[config.mk]
export PLATFORM = sky130hd
export DESIGN_NAME = cpu_run_ctrl
export DESIGN_NICKNAME = d
export VERILOG_FILES = /design/src/rtl/cpu_ctrl_pkg.sv /design/src/rtl/cpu_run_ctrl_key_debounce.sv /design/src/rtl/cpu_run_ctrl.sv
export SDC_FILE = /design/constraint.sdc
export NUM_CORES = 1
export LEC_CHECK = 0
export CAP_MARGIN = 40
export CELL_PAD_IN_SITES_DETAIL_PLACEMENT = 0
export CELL_PAD_IN_SITES_GLOBAL_PLACEMENT = 1
export CORE_MARGIN = 5
export CORE_UTILIZATION = 40
export DETAILED_ROUTE_END_ITERATION = 12
export PLACE_DENSITY_LB_ADDON = 0.1
export SYNTH_ARGS = -nofsm -noshare
export SYNTH_HDL_FRONTEND = slang
export SYNTH_SLANG_ARGS = --single-unit
export TNS_END_PERCENT = 50
[constraint.sdc]
create_clock -name iCLK -period 2.9 [get_ports iCLK]
set_input_delay 0.58 -clock iCLK [delete_from_list [all_inputs] [get_ports iCLK]]
set_output_delay 0.58 -clock iCLK [all_outputs]
set_load 0.05 [all_outputs]
[src/rtl/cpu_ctrl_pkg.sv]
// Shared definitions for the run/halt/step sequencer: state encoding and the
// speed-select to divider-shift rule.
package cpu_ctrl_pkg;

    typedef enum logic [1:0] {
        ST_HALT = 2'd0,
        ST_RUN  = 2'd1,
        ST_STEP = 2'd2
    } run_state_t;

    // Each speed step divides the period by four.
    function automatic logic [2:0] speed_shift(input logic [1:0] speed);
        return {speed, 1'b0};
    endfunction

endpackage

[src/rtl/cpu_run_ctrl_key_debounce.sv]
// Pushbutton conditioner: 2-FF synchroniser, stable-level counter and a
// one-cycle press pulse on each debounced high-to-low transition.
module key_debounce #(
    parameter int DEBOUNCE_CYCLES = 1000000
) (
    input  logic iCLK,
    input  logic iRST_N,
    input  logic iKEY_N,
    output logic oPRESS
);

    localparam int CW = (DEBOUNCE_CYCLES > 1) ? $clog2(DEBOUNCE_CYCLES) : 1;
    localparam logic [CW-1:0] CNT_LAST = CW'(DEBOUNCE_CYCLES - 1);

    logic          key_p0;
    logic          key_p1;
    logic          stable;
    logic [CW-1:0] cnt;

    always_ff @(posedge iCLK) begin
        if (!iRST_N) begin
            key_p0 <= 1'b1;
            key_p1 <= 1'b1;
            stable <= 1'b1;
            cnt    <= '0;
            oPRESS <= 1'b0;
        end else begin
            key_p0 <= iKEY_N;
            key_p1 <= key_p0;
            oPRESS <= 1'b0;
            // Any sample agreeing with the debounced level restarts the count.
            if (key_p1 == stable) begin
                cnt <= '0;
            end else if (cnt == CNT_LAST) begin
                stable <= key_p1;
                cnt    <= '0;
                oPRESS <= ~key_p1;
            end else begin
                cnt <= cnt + 1'b1;
            end
        end
    end

endmodule

[src/rtl/cpu_run_ctrl.sv]
// Run/halt/single-step sequencer producing a one-cycle CPU clock enable on the
// fabric clock, driven by two debounced pushbuttons and the core's halt request.
module cpu_run_ctrl
    import cpu_ctrl_pkg::*;
#(
    parameter int unsigned DEFAULT_DIV     = 25000000,
    parameter int          DIV_WIDTH       = 32,
    parameter int          DEBOUNCE_CYCLES = 1000000,
    parameter int          CNT_WIDTH       = 16
) (
    input  logic                 iCLK,
    input  logic                 iRST_N,
    input  logic                 iKEY_RUN_N,
    input  logic                 iKEY_STEP_N,
    input  logic [1:0]           iSPEED,
    input  logic                 iHALT_REQ,
    output logic                 oCPU_CE,
    output logic                 oCPU_CLK,
    output logic                 oRUNNING,
    output logic [1:0]           oSTATE,
    output logic [CNT_WIDTH-1:0] oCE_COUNT
);

    localparam logic [DIV_WIDTH-1:0] DIV_FULL = DIV_WIDTH'(DEFAULT_DIV);

    logic                 run_press;
    logic                 step_press;
    run_state_t           state;
    run_state_t           state_nxt;
    logic [DIV_WIDTH-1:0] div_q;
    logic [DIV_WIDTH-1:0] div_nxt;
    logic [DIV_WIDTH-1:0] period;
    logic [DIV_WIDTH-1:0] period_last;
    logic                 ce_nxt;

    key_debounce #(.DEBOUNCE_CYCLES(DEBOUNCE_CYCLES)) u_key_run (
        .iCLK   (iCLK),
        .iRST_N (iRST_N),
        .iKEY_N (iKEY_RUN_N),
        .oPRESS (run_press)
    );

    key_debounce #(.DEBOUNCE_CYCLES(DEBOUNCE_CYCLES)) u_key_step (
        .iCLK   (iCLK),
        .iRST_N (iRST_N),
        .iKEY_N (iKEY_STEP_N),
        .oPRESS (step_press)
    );

    // A shifted-out period collapses to one enable per cycle.
    always_comb begin
        period = DIV_FULL >> speed_shift(iSPEED);
        if (period == '0) begin
            period = DIV_WIDTH'(1);
        end
        period_last = period - 1'b1;
    end

    always_comb begin
        state_nxt = state;
        div_nxt   = div_q;
        ce_nxt    = 1'b0;
        case (state)
            ST_HALT: begin
                if (run_press && !iHALT_REQ) begin
                    state_nxt = ST_RUN;
                    div_nxt   = '0;
                end else if (step_press) begin
                    state_nxt = ST_STEP;
                    ce_nxt    = 1'b1;
                end
            end
            ST_RUN: begin
                // Leaving RUN suppresses the enable that might fire this cycle.
                if (iHALT_REQ || run_press) begin
                    state_nxt = ST_HALT;
                end else if (div_q >= period_last) begin
                    ce_nxt  = 1'b1;
                    div_nxt = '0;
                end else begin
                    div_nxt = div_q + 1'b1;
                end
            end
            ST_STEP: begin
                state_nxt = ST_HALT;
            end
            default: begin
                state_nxt = ST_HALT;
            end
        endcase
    end

    always_ff @(posedge iCLK) begin
        if (!iRST_N) begin
            state     <= ST_HALT;
            div_q     <= '0;
            oCPU_CE   <= 1'b0;
            oCPU_CLK  <= 1'b1;
            oCE_COUNT <= '0;
            oRUNNING  <= 1'b0;
        end else begin
            state    <= state_nxt;
            div_q    <= div_nxt;
            oCPU_CE  <= ce_nxt;
            oRUNNING <= (state_nxt == ST_RUN);
            if (ce_nxt) begin
                oCPU_CLK  <= ~oCPU_CLK;
                oCE_COUNT <= oCE_COUNT + 1'b1;
            end
        end
    end

    assign oSTATE = state;

endmodule
==> results_dict.tcl <==
set metrics [dict create \
    run_status "finished, final reports clean" \
    global_route_wire_length_before_repair_um 21920 \
    drt-total-wl_um 12830 \
    first_iter_violations 267 \
    final_antenna_net_count 0 \
    ys_async_sr_fraction_pct 0 \
    die_h_um 125.9 \
    hold_viol_final 0 \
    insertion_delay_ns 0.35 \
    setup_viol_count_final 0 \
    gr-usage-all-layers_pct 16.53 \
    cts_tree "built" \
    cts_max_path_buffers 2 \
    number_of_vias_per_cell 5.380 \
    hold_path.startpoint "u_key_step.key_p0" \
    cap_viol_max_count 0 \
    finalCritPeriodShare_pct 96.63 \
    cts.htree.levels 3 \
    holdBufCountCts 0 \
    yosys.area.top_type_share_pct 37.62 \
    max-slew-margin-rel_pct 44.59 \
    synth_top_cell_by_area "sky130_fd_sc_hd__dfxtp_1" \
    synthesis.yosys.warnings 0 \
    synth_top_cells_by_area "sky130_fd_sc_hd__dfxtp_1 38%, sky130_fd_sc_hd__ha_1 7.2%, sky130_fd_sc_hd__nand2_1 5.0%, sky130_fd_sc_hd__nor2_1 4.6%, sky130_fd_sc_hd__nand3_1 4.3%" \
    timing.hold.worst.class "reg -> reg" \
    finalClockSkew_ns 0.005129 \
    reg2reg_setup_slack_ns 0.49 \
    worst-path-max-fanout 5 \
    pre_cts_slack_ns -0.6108 \
    power_density_nw_per_um2 434.4 \
    grt_start_max_net_pins 35 \
    edff_count_synth 0 \
    synthesis.instances 629 \
    post-route-worst-setup-slack_ns 0.09773 \
    gp_congestion 0.7962 \
    worst_hold_path.endpoint "u_key_step.key_p1" \
    layout_min_cycle_time_ns 2.802 \
    timing.critical_path.cells "dlygate4sd2_1 > buf_4 > ha_2 > ha_1 > nand4_1 > buf_4 > a211oi_2 > o21ai_2 > o2111a_2 > buf_6 > or4_1 > a21oi_1" \
    worst_path_max_delay_cell "sky130_fd_sc_hd__or4_1" \
    max_freq_mhz 356.9 \
    cp_slowest_stage_delay_ns 0.50 \
    fin_nets 717 \
    tightest_slew_ns 0.8275 \
    finalPower_mw 2.783 \
    floorplan_die_area_sq_um 15860 \
    post-route-drc-count 0 \
    capturing_element_type_of_the_critical_path "flip-flop" \
    synth.yosys.seq_area_share_pct 37.62 \
    synth_top_cells_by_count "101 x sky130_fd_sc_hd__dfxtp_1, 71 x sky130_fd_sc_hd__nand2_1, 66 x sky130_fd_sc_hd__nor2_1, 46 x sky130_fd_sc_hd__nand3_1, 31 x sky130_fd_sc_hd__ha_1" \
    reg2reg_depth 9 \
    drt-wirelength-per-cell_um 14.92 \
    ctsRootBufferMaster "sky130_fd_sc_hd__clkbuf_16" \
    layout-drive-gt1-share_pct 13.89 \
    cts_inserted_buffers 9 \
    first_global_vias 4464 \
    crit-reg2reg-launch "div_q[21]" \
    dr.pass1.iters 4 \
    critPathArrivalTime_ns 3.09 \
    max_transition_viols_final 0 \
    initial_utilization_pct 40.75 \
    p_leak_nw 2.337 \
    diodes 0 \
    dpl_cell_area_sq_um 5908 \
    post_synth_top_flop "sky130_fd_sc_hd__dfxtp_1" \
    cpMostUsedCell "sky130_fd_sc_hd__buf_4" \
    port_buffers 27 \
    core_area_sq_um 13190 \
    grt_antenna_before_repair 0 \
    fin_setup_tns_ns 0 \
    placementRows 42 \
    crit_path_start_kind "primary input" \
    syn_avg_cell_area_sq_um 8.546 \
    synth.ff_latch_count 101 \
    yosys.cell_count.top_type "sky130_fd_sc_hd__dfxtp_1" \
    netlist-cell-type-count 61 \
    netlist_area_sq_um 5375 \
    ir_worst_vdd_mv 0.4149 \
    flow.area_growth_from_synthesis_pct 19.18 \
    detailedPlacementHpwl_um 8725 \
    worstSetupPathType "in -> reg" \
    io-pin-count 28 \
    worstHoldPathCells 1 \
    cp_data_required_time_ns 3.18 \
    finish.instance_area_sq_um 6406 \
    global_route.overflow_total 0 \
    tritoncts_num_sinks 101 \
    clkTransAtPathRegs_ns 0.07 \
    fin_hold_ws_ns 0.4101 \
    die_span_x_um 125.9 \
    critical_path.reg2reg.endpoint "oCE_COUNT[9]" \
    detailroute.via_count 4627 \
]
## cell type report
type / count / area, sq um
clock buffers: 10 / 239.0
inverters: 22 / 82.58
flip-flops and latches: 101 / 2022
repair buffers: 65 / 556.8
clock inverters: 6 / 77.57
well taps: 176 / 220.2
fillers: 1259 / 6784
multi-input cells: 480 / 3208
## state kept, by name, indices dropped and copies added (netlist names), 2 cells and up
| register | flops |
|---|---|
| div_q | 32 |
| oCE_COUNT | 16 |
| oSTATE | 2 |
| u_key_run.cnt | 20 |
| u_key_step.cnt | 20 |
## report_power, final
| group | total [mW] | switching [mW] | internal [mW] |
|---|---|---|---|
| registers | 1.39 | 0.00185 | 1.39 |
| clock network | 1.28 | 0.572 | 0.710 |
| logic | 0.110 | 0.0704 | 0.0399 |
## worst max path at each step
| stage | cells after the start | start | endpoint |
|---|---|---|---|
| floorplan | 13 | iSPEED[1] | oCE_COUNT[11] |
| global placement | 11 | iSPEED[1] | oCPU_CLK |
| detailed placement | 11 | iSPEED[1] | oCPU_CLK |
| CTS | 11 | iSPEED[0] | oCE_COUNT[9] |
| global route | 11 | iSPEED[0] | oCE_COUNT[8] |
| finish | 12 | iSPEED[0] | oCE_COUNT[9] |
## metal layers
layer  wire [um]  GRT usage [%]
met1        6148          21.73
met2        5924          26.95
met3         514          4.615
met4         245          4.101
met5           0              0
## cells by family (layout without fill, tap and decap cells)
| logic type | Yosys count | count (layout) | synth area share [%] |
|---|---|---|---|
| AO/OA/AOI/OAI | 85 | 86 | 11.64 |
| buffers and inverters | 50 | 103 | 4.586 |
| flip-flops | 101 | 101 | 37.62 |
| XOR/XNOR | 39 | 39 | 6.355 |
| AND/OR/NAND/NOR | 311 | 311 | 30.56 |
| adder cells (fa/ha/maj) | 31 | 31 | 7.216 |
| multiplexers | 10 | 10 | 1.886 |
| other | 2 | 3 | 0.1397 |
## timing repair
item	in CTS	in global routing
setup endpoints to repair	48	10
resized for setup	22	4
pin swaps	8	6
setup buffers	10	1
gates cloned	1	0
## placed cells by master (no fill, tap or decap), types with 3 or more instances in the layout
cell type                         count
sky130_fd_sc_hd__a21oi_1             14
sky130_fd_sc_hd__a31oi_1             14
sky130_fd_sc_hd__and2_1               8
sky130_fd_sc_hd__and3_1              16
sky130_fd_sc_hd__and3_2               5
sky130_fd_sc_hd__buf_4               36
sky130_fd_sc_hd__clkbuf_16            9
sky130_fd_sc_hd__clkdlybuf4s50_1     24
sky130_fd_sc_hd__conb_1               3
sky130_fd_sc_hd__dfxtp_1            101
sky130_fd_sc_hd__ha_1                27
sky130_fd_sc_hd__inv_1               20
sky130_fd_sc_hd__mux2i_1              9
sky130_fd_sc_hd__nand2_1             71
sky130_fd_sc_hd__nand2b_1            13
sky130_fd_sc_hd__nand3_1             46
sky130_fd_sc_hd__nand3b_1             5
sky130_fd_sc_hd__nand4_1             13
sky130_fd_sc_hd__nor2_1              66
sky130_fd_sc_hd__nor2b_1              3
sky130_fd_sc_hd__nor3_1              25
sky130_fd_sc_hd__nor3_2               3
sky130_fd_sc_hd__nor4_1               6
sky130_fd_sc_hd__o2111ai_1            4
sky130_fd_sc_hd__o211a_1              3
sky130_fd_sc_hd__o211ai_1            14
sky130_fd_sc_hd__o21ai_0              4
sky130_fd_sc_hd__o31ai_1              9
sky130_fd_sc_hd__or4_1                8
sky130_fd_sc_hd__xnor2_1             24
sky130_fd_sc_hd__xor2_1              15
## worst max-delay path: cells and delay by family
kind / cells / cell delay (ns)
simple gates: 2 / 0.62
buf+inv: 4 / 0.71
compound gates: 4 / 0.68
fa+ha+maj: 2 / 0.48
## per-stage QoR
stage,utilization (%),cells
floorplan,-,630
global placement,44.71,831
detailed placement,44.79,832
CTS,48.37,859
global route,48.57,860
finish,48.57,860
Note: power is estimated with default switching activity, not from simulation.
